`src/rtl/lcd_pkg.sv`:
```
// Shared definitions for the character-LCD hex writer.
// Holds the top-level sequencer state encoding, the nibble transmitter
// phase encoding, the HD44780 init/config command constants and the
// nibble-to-ASCII helper used when writing the hex digit.
package lcd_pkg;

    typedef enum logic [2:0] {
        POR_WAIT,
        INIT,
        CFG,
        IDLE,
        SET_ADDR,
        WR_HI,
        WR_LO
    } lcd_state_t;

    typedef enum logic [2:0] {
        TX_IDLE,
        TX_SETUP,
        TX_EHI,
        TX_HOLD,
        TX_GAP,
        TX_WAIT
    } tx_state_t;

    // Power-up handshake: three "8-bit mode" nibbles, then switch to 4-bit.
    localparam logic [3:0] INIT_NIB_8BIT   = 4'h3;
    localparam logic [3:0] INIT_NIB_4BIT   = 4'h2;

    localparam logic [7:0] CMD_FUNC_SET    = 8'h28;  // 4-bit, 2 lines, 5x8
    localparam logic [7:0] CMD_ENTRY_MODE  = 8'h06;  // increment, no shift
    localparam logic [7:0] CMD_DISP_ON     = 8'h0C;  // display on, no cursor
    localparam logic [7:0] CMD_CLEAR       = 8'h01;  // needs the long wait
    localparam logic [7:0] CMD_DDRAM_ADDR0 = 8'h80;  // cursor to column 0

    localparam logic [7:0] ASCII_ZERO      = 8'h30;

    // Nibble counts per sequencer state (single nibbles in INIT, 2 per byte).
    localparam logic [3:0] INIT_STEPS      = 4'd4;
    localparam logic [3:0] CFG_STEPS       = 4'd8;
    localparam logic [3:0] BYTE_STEPS      = 4'd2;

    function automatic logic [7:0] cfg_byte(input logic [1:0] idx);
        case (idx)
            2'd0:    return CMD_FUNC_SET;
            2'd1:    return CMD_ENTRY_MODE;
            2'd2:    return CMD_DISP_ON;
            default: return CMD_CLEAR;
        endcase
    endfunction

    function automatic logic [7:0] hex_ascii(input logic [3:0] v);
        if (v < 4'd10) begin
            return ASCII_ZERO + {4'h0, v};
        end
        return 8'h37 + {4'h0, v};  // 'A' - 10
    endfunction

endpackage

```
`src/rtl/lcd_nibble_tx.sv`:
```
// Sends one 4-bit nibble to the LCD with the bus timing the controller needs:
// rs/lcd_d set up 2 cycles before e rises, e high T_EHI cycles, data held
// 1 cycle after e falls, then T_NIB idle cycles.  When byte_end is set the
// transmitter additionally waits T_CMD (or T_CLR when long_wait is set)
// before reporting not-busy, so the caller only sequences bytes.
// Ports:
//   clk, rst         clock, synchronous active-high reset
//   start            request a nibble; taken only while busy is low
//   rs_in, nibble    register select and nibble for the request
//   byte_end         this nibble completes a command/data byte
//   long_wait        use T_CLR instead of T_CMD for the end-of-byte wait
//   busy             transmitter is working on a nibble
//   e, rs, lcd_d     LCD bus outputs
module lcd_nibble_tx
    import lcd_pkg::*;
#(
    parameter int unsigned T_EHI = 12,
    parameter int unsigned T_NIB = 50,
    parameter int unsigned T_CMD = 2000,
    parameter int unsigned T_CLR = 82000
) (
    input  logic       clk,
    input  logic       rst,
    input  logic       start,
    input  logic       rs_in,
    input  logic [3:0] nibble,
    input  logic       byte_end,
    input  logic       long_wait,
    output logic       busy,
    output logic       e,
    output logic       rs,
    output logic [3:0] lcd_d
);

    localparam logic [31:0] SETUP_CYC = 32'd2;

    tx_state_t   state_q, state_d;
    logic [31:0] cnt_q, cnt_d;
    logic        rs_q, rs_d;
    logic [3:0]  nib_q, nib_d;
    logic        end_q, end_d;
    logic        long_q, long_d;
    logic        e_q, e_d;
    logic [31:0] wait_len;

    assign wait_len = long_q ? T_CLR : T_CMD;

    always_comb begin
        state_d = state_q;
        cnt_d   = cnt_q + 32'd1;
        rs_d    = rs_q;
        nib_d   = nib_q;
        end_d   = end_q;
        long_d  = long_q;

        case (state_q)
            TX_IDLE: begin
                cnt_d = '0;
                if (start) begin
                    state_d = TX_SETUP;
                    rs_d    = rs_in;
                    nib_d   = nibble;
                    end_d   = byte_end;
                    long_d  = long_wait;
                end
            end
            TX_SETUP: begin
                if (cnt_q == SETUP_CYC - 32'd1) begin
                    state_d = TX_EHI;
                    cnt_d   = '0;
                end
            end
            TX_EHI: begin
                if (cnt_q == T_EHI - 32'd1) begin
                    state_d = TX_HOLD;
                    cnt_d   = '0;
                end
            end
            TX_HOLD: begin
                state_d = TX_GAP;
                cnt_d   = '0;
            end
            TX_GAP: begin
                if (cnt_q == T_NIB - 32'd1) begin
                    state_d = end_q ? TX_WAIT : TX_IDLE;
                    cnt_d   = '0;
                end
            end
            TX_WAIT: begin
                if (cnt_q == wait_len - 32'd1) begin
                    state_d = TX_IDLE;
                    cnt_d   = '0;
                end
            end
            default: begin
                state_d = TX_IDLE;
                cnt_d   = '0;
            end
        endcase

        // e is registered from the next state so the strobe is glitch-free.
        e_d = (state_d == TX_EHI);
    end

    always_ff @(posedge clk) begin
        if (rst) begin
            state_q <= TX_IDLE;
            cnt_q   <= '0;
            rs_q    <= 1'b0;
            nib_q   <= '0;
            end_q   <= 1'b0;
            long_q  <= 1'b0;
            e_q     <= 1'b0;
        end else begin
            state_q <= state_d;
            cnt_q   <= cnt_d;
            rs_q    <= rs_d;
            nib_q   <= nib_d;
            end_q   <= end_d;
            long_q  <= long_d;
            e_q     <= e_d;
        end
    end

    assign busy  = (state_q != TX_IDLE);
    assign e     = e_q;
    assign rs    = rs_q;
    assign lcd_d = nib_q;

endmodule

```
`src/rtl/lcd_hex_writer.sv`:
```
// Shows a 5-bit adder result {carry, sum[3:0]} as two hex characters
// ("00".."1F") at column 0 of a 4-bit-bus HD44780 character LCD.
// After reset it waits T_POR cycles, runs the 4-bit init handshake and the
// configuration bytes, then accepts one result per visit to IDLE.
// Ports:
//   clk, rst          clock, synchronous active-high reset
//   in_valid/in_ready valid/ready handshake for in_data
//   in_data           {carry, sum[3:0]}
//   sf_e              1 selects the LCD (shared bus with StrataFlash)
//   e, rs, rw, lcd_d  LCD bus (write only, rw tied low)
module lcd_hex_writer
    import lcd_pkg::*;
#(
    parameter int unsigned T_POR = 750000,
    parameter int unsigned T_EHI = 12,
    parameter int unsigned T_NIB = 50,
    parameter int unsigned T_CMD = 2000,
    parameter int unsigned T_CLR = 82000
) (
    input  logic       clk,
    input  logic       rst,
    input  logic       in_valid,
    input  logic [4:0] in_data,
    output logic       in_ready,
    output logic       sf_e,
    output logic       e,
    output logic       rs,
    output logic       rw,
    output logic [3:0] lcd_d
);

    lcd_state_t  state_q, state_d;
    logic [31:0] por_cnt_q, por_cnt_d;
    logic [3:0]  sub_q, sub_d;     // nibble index within the current state
    logic [4:0]  cap_q, cap_d;

    logic        tx_start;
    logic        tx_rs;
    logic [3:0]  tx_nib;
    logic        tx_end;
    logic        tx_long;
    logic        tx_busy;
    logic [7:0]  cur_byte;
    logic [3:0]  last_step;

    always_comb begin
        state_d   = state_q;
        por_cnt_d = por_cnt_q;
        sub_d     = sub_q;
        cap_d     = cap_q;
        tx_start  = 1'b0;

        case (state_q)
            CFG:      cur_byte = cfg_byte(sub_q[2:1]);
            SET_ADDR: cur_byte = CMD_DDRAM_ADDR0;
            WR_HI:    cur_byte = ASCII_ZERO | {7'h00, cap_q[4]};
            WR_LO:    cur_byte = hex_ascii(cap_q[3:0]);
            default:  cur_byte = 8'h00;
        endcase

        case (state_q)
            INIT:    last_step = INIT_STEPS;
            CFG:     last_step = CFG_STEPS;
            default: last_step = BYTE_STEPS;
        endcase

        tx_rs = (state_q == WR_HI) || (state_q == WR_LO);

        // INIT sends lone nibbles, each followed by the command wait;
        // everything else is upper nibble (no wait) then lower nibble.
        if (state_q == INIT) begin
            tx_nib = (sub_q == 4'd3) ? INIT_NIB_4BIT : INIT_NIB_8BIT;
            tx_end = 1'b1;
        end else begin
            tx_nib = sub_q[0] ? cur_byte[3:0] : cur_byte[7:4];
            tx_end = sub_q[0];
        end
        tx_long = tx_end && !tx_rs && (cur_byte == CMD_CLEAR);

        case (state_q)
            POR_WAIT: begin
                if (por_cnt_q == T_POR - 32'd1) begin
                    state_d   = INIT;
                    por_cnt_d = '0;
                end else begin
                    por_cnt_d = por_cnt_q + 32'd1;
                end
            end
            IDLE: begin
                if (in_valid) begin
                    cap_d   = in_data;
                    state_d = SET_ADDR;
                end
            end
            INIT, CFG, SET_ADDR, WR_HI, WR_LO: begin
                // Advance only once the previous nibble and its wait are done.
                if (!tx_busy) begin
                    if (sub_q == last_step) begin
                        sub_d = '0;
                        case (state_q)
                            INIT:     state_d = CFG;
                            CFG:      state_d = IDLE;
                            SET_ADDR: state_d = WR_HI;
                            WR_HI:    state_d = WR_LO;
                            default:  state_d = IDLE;
                        endcase
                    end else begin
                        tx_start = 1'b1;
                        sub_d    = sub_q + 4'd1;
                    end
                end
            end
            default: begin
                state_d = POR_WAIT;
            end
        endcase
    end

    always_ff @(posedge clk) begin
        if (rst) begin
            state_q   <= POR_WAIT;
            por_cnt_q <= '0;
            sub_q     <= '0;
            cap_q     <= '0;
        end else begin
            state_q   <= state_d;
            por_cnt_q <= por_cnt_d;
            sub_q     <= sub_d;
            cap_q     <= cap_d;
        end
    end

    lcd_nibble_tx #(
        .T_EHI(T_EHI),
        .T_NIB(T_NIB),
        .T_CMD(T_CMD),
        .T_CLR(T_CLR)
    ) u_tx (
        .clk      (clk),
        .rst      (rst),
        .start    (tx_start),
        .rs_in    (tx_rs),
        .nibble   (tx_nib),
        .byte_end (tx_end),
        .long_wait(tx_long),
        .busy     (tx_busy),
        .e        (e),
        .rs       (rs),
        .lcd_d    (lcd_d)
    );

    assign in_ready = (state_q == IDLE);
    assign sf_e     = 1'b1;
    assign rw       = 1'b0;

endmodule

```
`config.mk`:
```
export PLATFORM = sky130hd
export DESIGN_NAME = lcd_hex_writer
export DESIGN_NICKNAME = d
export VERILOG_FILES = /design/src/rtl/lcd_pkg.sv /design/src/rtl/lcd_nibble_tx.sv /design/src/rtl/lcd_hex_writer.sv
export SDC_FILE = /design/constraint.sdc
export NUM_CORES = 1
export LEC_CHECK = 0
export ABC_AREA = 1
export CORE_MARGIN = 1
export CORE_UTILIZATION = 30
export DETAILED_ROUTE_END_ITERATION = 6
export GPL_TIMING_DRIVEN = 0
export PLACE_DENSITY_LB_ADDON = 0.05
export SYNTH_ARGS = -nofsm -noshare
export SYNTH_HDL_FRONTEND = slang
export SYNTH_SLANG_ARGS = --single-unit
```
`constraint.sdc`:
```
create_clock -name clk -period 2.31 [get_ports clk]
set_clock_uncertainty 0.15 [all_clocks]
set_input_delay 0.231 -clock clk [delete_from_list [all_inputs] [get_ports clk]]
set_output_delay 0.231 -clock clk [all_outputs]
set_load 0.005 [all_outputs]
```
# Yosys cells after proc, flatten, opt, wreduce, memory -nomap -nowiden
# Cells that the tools add are included.
[classes]
n_addsub = 6
n_lt_le_gt_ge = 1
n_eq_ne = 26
muxes = 35
bitwise_logic = 1
n_reduce_logical = 13
[ops]
columns = ["op", "count"]
rows = [
  ["$mux 32", 5],
  ["$pmux 32 s4", 1],
  ["$add 32x1->32 const B", 2],
  ["$eq 32x1->1 const B", 1],
  ["$eq 32x20->1 const B", 1],
  ["$eq 32x32->1", 1],
  ["$eq 32x4->1 const B", 1],
  ["$eq 32x6->1 const B", 1],
  ["$pmux 8 s4", 1],
  ["$sub 32x1->32 const B", 1],
  ["$mux 3", 10],
  ["$pmux 3 s3", 2],
  ["$pmux 3 s6", 1],
  ["$pmux 6 s3", 1],
  ["$mux 17", 1],
  ["$mux 8", 2],
  ["$eq 3x2->1 const B", 5],
  ["$eq 3x3->1 const B", 5],
  ["$add 6x4->7 const A", 2],
  ["$mux 4", 3],
  ["$eq 8x1->1 const B", 1],
  ["$ne 2x2->1 const B", 4],
  ["$pmux 4 s2", 1],
  ["$mux 1", 7],
  ["17 further kinds", 22],
]
[totals]
ff_bits = 87
input_bits = 8
output_inout_bits = 9
word_cells = 93

# Longest topological paths before layout
[logic_depth]
ltp_word = 9
ltp_mapped = 13
ltp_nobuf = 13

# Cells and area by module
# Synthesis repeated with hierarchy kept, for this count alone.
[unflattened]
cells_unflattened = 856
hier_area_um2 = 5462.7
[by_module_without_submodules]
columns = ["mod", "instances", "cells_per_inst", "area_each_um2", "seq_area_each_um2"]
rows = [
  ["lcd_hex_writer", 1, 485, 3014.1, 880.8],
  ["lcd_nibble_tx", 1, 371, 2448.6, 860.8],
]

# Worst setup path before layout
# OpenSTA, ideal clock, no wires.
[synth_path]
path_type = "register to register"
start = "reg state_q[0]"
end = "reg u_tx.nib_q[3] (netlist: u_tx.lcd_d[3])"
arrival_time_ps = 1515
setup_slack_ps = 517
stages_incl_launch_ff = 12
n_path_buf = 1
period_less_slack_ps = 1793
cell_sequence = "dfxtp_1 > inv_1 > ha_1 > nand2_2 > o21ai_0 > nor2_1 > nand2_1 > nand2_1 > buf_2 > nor2_2 > a22oi_1 > nor2_1"
[synth_between]
elab_chain_len = 7
[synth_rtl]
columns = ["element", "line", "text"]
rows = [
  ["start, declared", "lcd_hex_writer.sv:32", "lcd_state_t state_q, state_d;"],
  ["start signal, assigned", "lcd_hex_writer.sv:126", "state_q <= state_d;"],
  ["$eq 3x2->1 / $eq 3x1->1 (equally long branches)", "-", ""],
  ["$pmux 4 s2", "lcd_hex_writer.sv:61", "case (state_q)"],
  ["$eq 4x4->1", "lcd_hex_writer.sv:98", "if (sub_q == last_step) begin"],
  ["$mux 1", "lcd_hex_writer.sv:98", ""],
  ["$mux 1", "lcd_hex_writer.sv:97", "if (!tx_busy) begin"],
  ["$mux 1", "lcd_hex_writer.sv:80", "case (state_q)"],
  ["$reduce_and 2->1 (no source line)", "-", ""],
  ["end signal, assigned", "lcd_nibble_tx.sv:118", "nib_q <= nib_d;"],
  ["end, declared", "lcd_nibble_tx.sv:40", "logic [3:0] nib_q, nib_d;"],
]
# Parallel ways exist; a longest one is shown, timed or not.
# A chain may end at the register's enable or synchronous reset.

# Worst setup path in the final report
[layout_path]
start = "reg u_tx.cnt_q[1]"
end = "reg u_tx.cnt_q[15]"
[layout_between]
elab_chain_len = 3
[layout_rtl]
columns = ["element", "line", "text"]
rows = [
  ["start, declared", "lcd_nibble_tx.sv:38", "logic [31:0] cnt_q, cnt_d;"],
  ["start signal, assigned", "lcd_nibble_tx.sv:116", "cnt_q <= cnt_d;"],
  ["$add 32x1->32, or another cell as far along", "lcd_nibble_tx.sv:50", "cnt_d = cnt_q + 32'd1;"],
  ["$mux 32 (on tied branches)", "-", ""],
  ["$pmux 32 s4 (*)", "lcd_nibble_tx.sv:56", "case (state_q)"],
]
# Every way passes the cells marked *; elsewhere a longest branch is shown, timed or not.

==> flow_summary.json <==
{
  "rr_endpoint": "u_tx.cnt_q[15]",
  "drc": 0,
  "ys.warnings.count": 0,
  "multiInputGateArea_um2": 3270,
  "syn-cell-area_um2": 5480,
  "crit_end": "u_tx.cnt_q[15]",
  "hold_viol": 0,
  "wl_met2_um": 7260,
  "wirelength_um": 15500,
  "io_pins": 17,
  "dr.first_iter.drc_count": 330,
  "tightest_slew_ns": 0.649,
  "syn-num-nets": 909,
  "cts_tree": "yes",
  "r2r_start": "u_tx.cnt_q[1]",
  "status": "finished, final reports clean",
  "crit_required_ns": 2.41,
  "avgSynthCellArea_um2": 6.20,
  "ys.flop_type": "dfxtp_1",
  "post-route-cell-area_um2": 6300,
  "final_max_slew_viol_count": 0,
  "port_buffers": 14,
  "crit_type": "reg -> reg",
  "grt_pass1_vias": 5080,
  "cts_sinks": 87,
  "grt_pass1_wl_um": 25500,
  "clockBufferDepth": 2,
  "drt-met1-wl_um": 7410,
  "synthDistinctLibCells": 39,
  "synth_seq_cells": 87,
  "drive_gt1_frac": 0.0694,
  "n_fill_cell": 2018,
  "startpoint": "u_tx.cnt_q[1]",
  "place_area_um2": 5910,
  "grt_overflow": 0,
  "setup_viol": 0,
  "rows": 49,
  "start_util": 0.305,
  "min_period_over_period": 0.918,
  "cts_buffers": 9,
  "power.density_nw_per_um2": 660,
  "slew_headroom": 0.567,
  "die_x_um": 137,
  "grt_max_degree": 18,
  "grtUsageTotal": 0.176,
  "clkLatencyLatePin_ns": 0.36,
  "regToRegSetupSlack_ns": 0.19,
  "synth_seq_area_share": 0.318,
  "synth_edf_count": 0,
  "wl_per_cell_um": 13.4,
  "async_reset_ff_frac": 0,
  "fmax_mhz": 472,
  "cts-root-buf": "clkbuf_16",
  "antenna_cells": 0,
  "finalWeightedCongestion": 0.854,
  "p_leak_nw": 2.34,
  "syn_inst": 885,
  "worstHoldPathType": "reg -> reg",
  "ant_nets": 0,
  "holdCritStartpoint": "u_tx.cnt_q[0]",
  "vias": 5428,
  "fin_setup_tns_ns": 0,
  "rr_worst_depth": 12,
  "route.met3.wl_um": 454,
  "dieArea_um2": 18800,
  "hold_buffers": 0,
  "core_um2": 18000,
  "routed.top_layer": "met4",
  "path_clk_slew_ns": 0.08,
  "placed_cells": 1128,
  "path_max_fanout": 6,
  "grt_antenna_before_repair": 0,
  "arrival_ns": 2.22,
  "syn2layout_area_growth_pct": 14.9,
  "first_pass_iters": 5,
  "fin_cells": 1151,
  "cts-htree-levels": 3,
  "fp.dieH_um": 137,
  "post-route-util": 0.351,
  "peakVddDrop_mv": 0.352,
  "start_kind": "flop",
  "seqCellArea_um2": 1750,
  "maxCapViolCount": 0,
  "end_kind": "flop",
  "power_mw": 4.16,
  "viasPerCell": 4.72,
  "nets": 941,
  "min_period_ns": 2.12,
  "dp_hpwl_um": 12100
}
[layout make-up]
cell class,instances,share of cell area
Inverter,106,0.0632
Buffer,17,0.0163
Tap cell,229,0.0455
Multi-Input combinational cell,675,0.519
Sequential cell,87,0.277
Timing Repair Buffer,21,0.0332
Clock inverter,7,0.00973
Clock buffer,9,0.0357
[cell families after synthesis]
| family | Yosys count | share of synthesized area |
|---|---|---|
| simple gates | 544 | 0.421 |
| buf+inv | 123 | 0.0892 |
| flops | 87 | 0.318 |
| compound gates | 79 | 0.0801 |
| xor+xnor | 34 | 0.0543 |
| fa+ha+maj | 16 | 0.0365 |
| other cells | 2 | 0.00137 |
[cell usage after synthesis (2+ instances only)]
master | count | area, um2
nand2_2 | 3 | 18.8
nor3_2 | 5 | 50.1
nand3b_1 | 3 | 22.5
a31oi_1 | 2 | 12.5
buf_2 | 4 | 20.0
a21o_1 | 2 | 15.0
buf_4 | 6 | 45.0
o31ai_1 | 3 | 22.5
clkbuf_1 | 5 | 18.8
inv_1 | 102 | 383
nor2_2 | 7 | 43.8
nand4_1 | 15 | 93.8
nor2_1 | 168 | 631
buf_1 | 2 | 7.51
a211oi_1 | 2 | 15.0
nand2_1 | 230 | 863
xnor2_1 | 7 | 61.3
nor3_1 | 35 | 175
xor2_1 | 27 | 236
conb_1 | 2 | 7.51
inv_2 | 4 | 15.0
dfxtp_1 | 87 | 1740
o21bai_1 | 2 | 15.0
a21oi_1 | 40 | 200
ha_1 | 16 | 200
o21ai_0 | 21 | 105
nand3_1 | 73 | 365
[cells in the final DEF (no fill, tap or decap), types with 8 or more instances in the layout]
| master | n |
|---|---|
| a21oi_1 | 40 |
| buf_4 | 8 |
| clkbuf_16 | 9 |
| clkdlybuf4s50_1 | 14 |
| dfxtp_1 | 84 |
| ha_1 | 16 |
| inv_1 | 101 |
| nand2_1 | 229 |
| nand3_1 | 71 |
| nand4_1 | 15 |
| nor2_1 | 168 |
| nor3_1 | 35 |
| o21ai_0 | 21 |
| xor2_1 | 27 |
[how the worst min path moves through the flow]
| stage | end | depth (start not counted) |
|---|---|---|
| 6_report | u_tx.cnt_q[0] | 1 |
| 5_1_grt | u_tx.cnt_q[0] | 1 |
| 4_1_cts | cap_q[3] | 3 |
| 3_5_place_dp | u_tx.lcd_d[2] | 2 |
| 3_3_place_gp | u_tx.cnt_q[0] | 1 |
| 2_1_floorplan | cap_q[3] | 2 |
[per-layer routing]
| layer | up-vias | global-route usage |
|---|---|---|
| li1 | 2875 | - |
| met1 | 2442 | 0.226 |
| met2 | 89 | 0.297 |
| met3 | 22 | 0.0232 |
| met4 | 0 | 0.0714 |
| met5 | - | 0 |
[registers in the layout (all words and copies together), names as in the netlist]
name          cells
u_tx.cnt_q       32
state_q           3
u_tx.e            1
cap_q             5
sub_q             4
u_tx.state_q      3
u_tx.lcd_d        4
u_tx.long_q       1
u_tx.rs           1
por_cnt_q        32
u_tx.end_q        1
[metrics by stage]
step | hold slack, ns | setup WS, ns
final | 0.288 | 0.190
after global routing | 0.311 | -0.0000553
after CTS | 0.313 | 0.0796
after detailed placement | 0.309 | 0.0981
after global placement | 0.304 | 0.122
after floorplan | 0.245 | 0.517
[power by group]
group | switching [mW] | internal, mW | leakage [nW] | total (mW)
logic | 0.696 | 0.326 | 1.49 | 1.02
registers | 0.0854 | 1.59 | 0.704 | 1.68
clock network | 0.709 | 0.754 | 0.142 | 1.46
total | 1.49 | 2.67 | 2.34 | 4.16
[worst max-delay path, stage by stage, from the launching register on]
cell	delay, ns
dfxtp_1	0.36
ha_1	0.19
nand2_1	0.11
nor2_4	0.18
nand3_1	0.11
nor2_1	0.13
nand3_2	0.10
nand2_2	0.08
nand2_1	0.10
o21bai_4	0.17
buf_12	0.14
buf_4	0.14
nor2_1	0.04
[timing repair]
action,4_1_cts,5_1_grt
setup buffers,0,5
gates resized for setup,0,14
endpoints found under the setup margin,0,34
(Power assumes the default switching activity.)
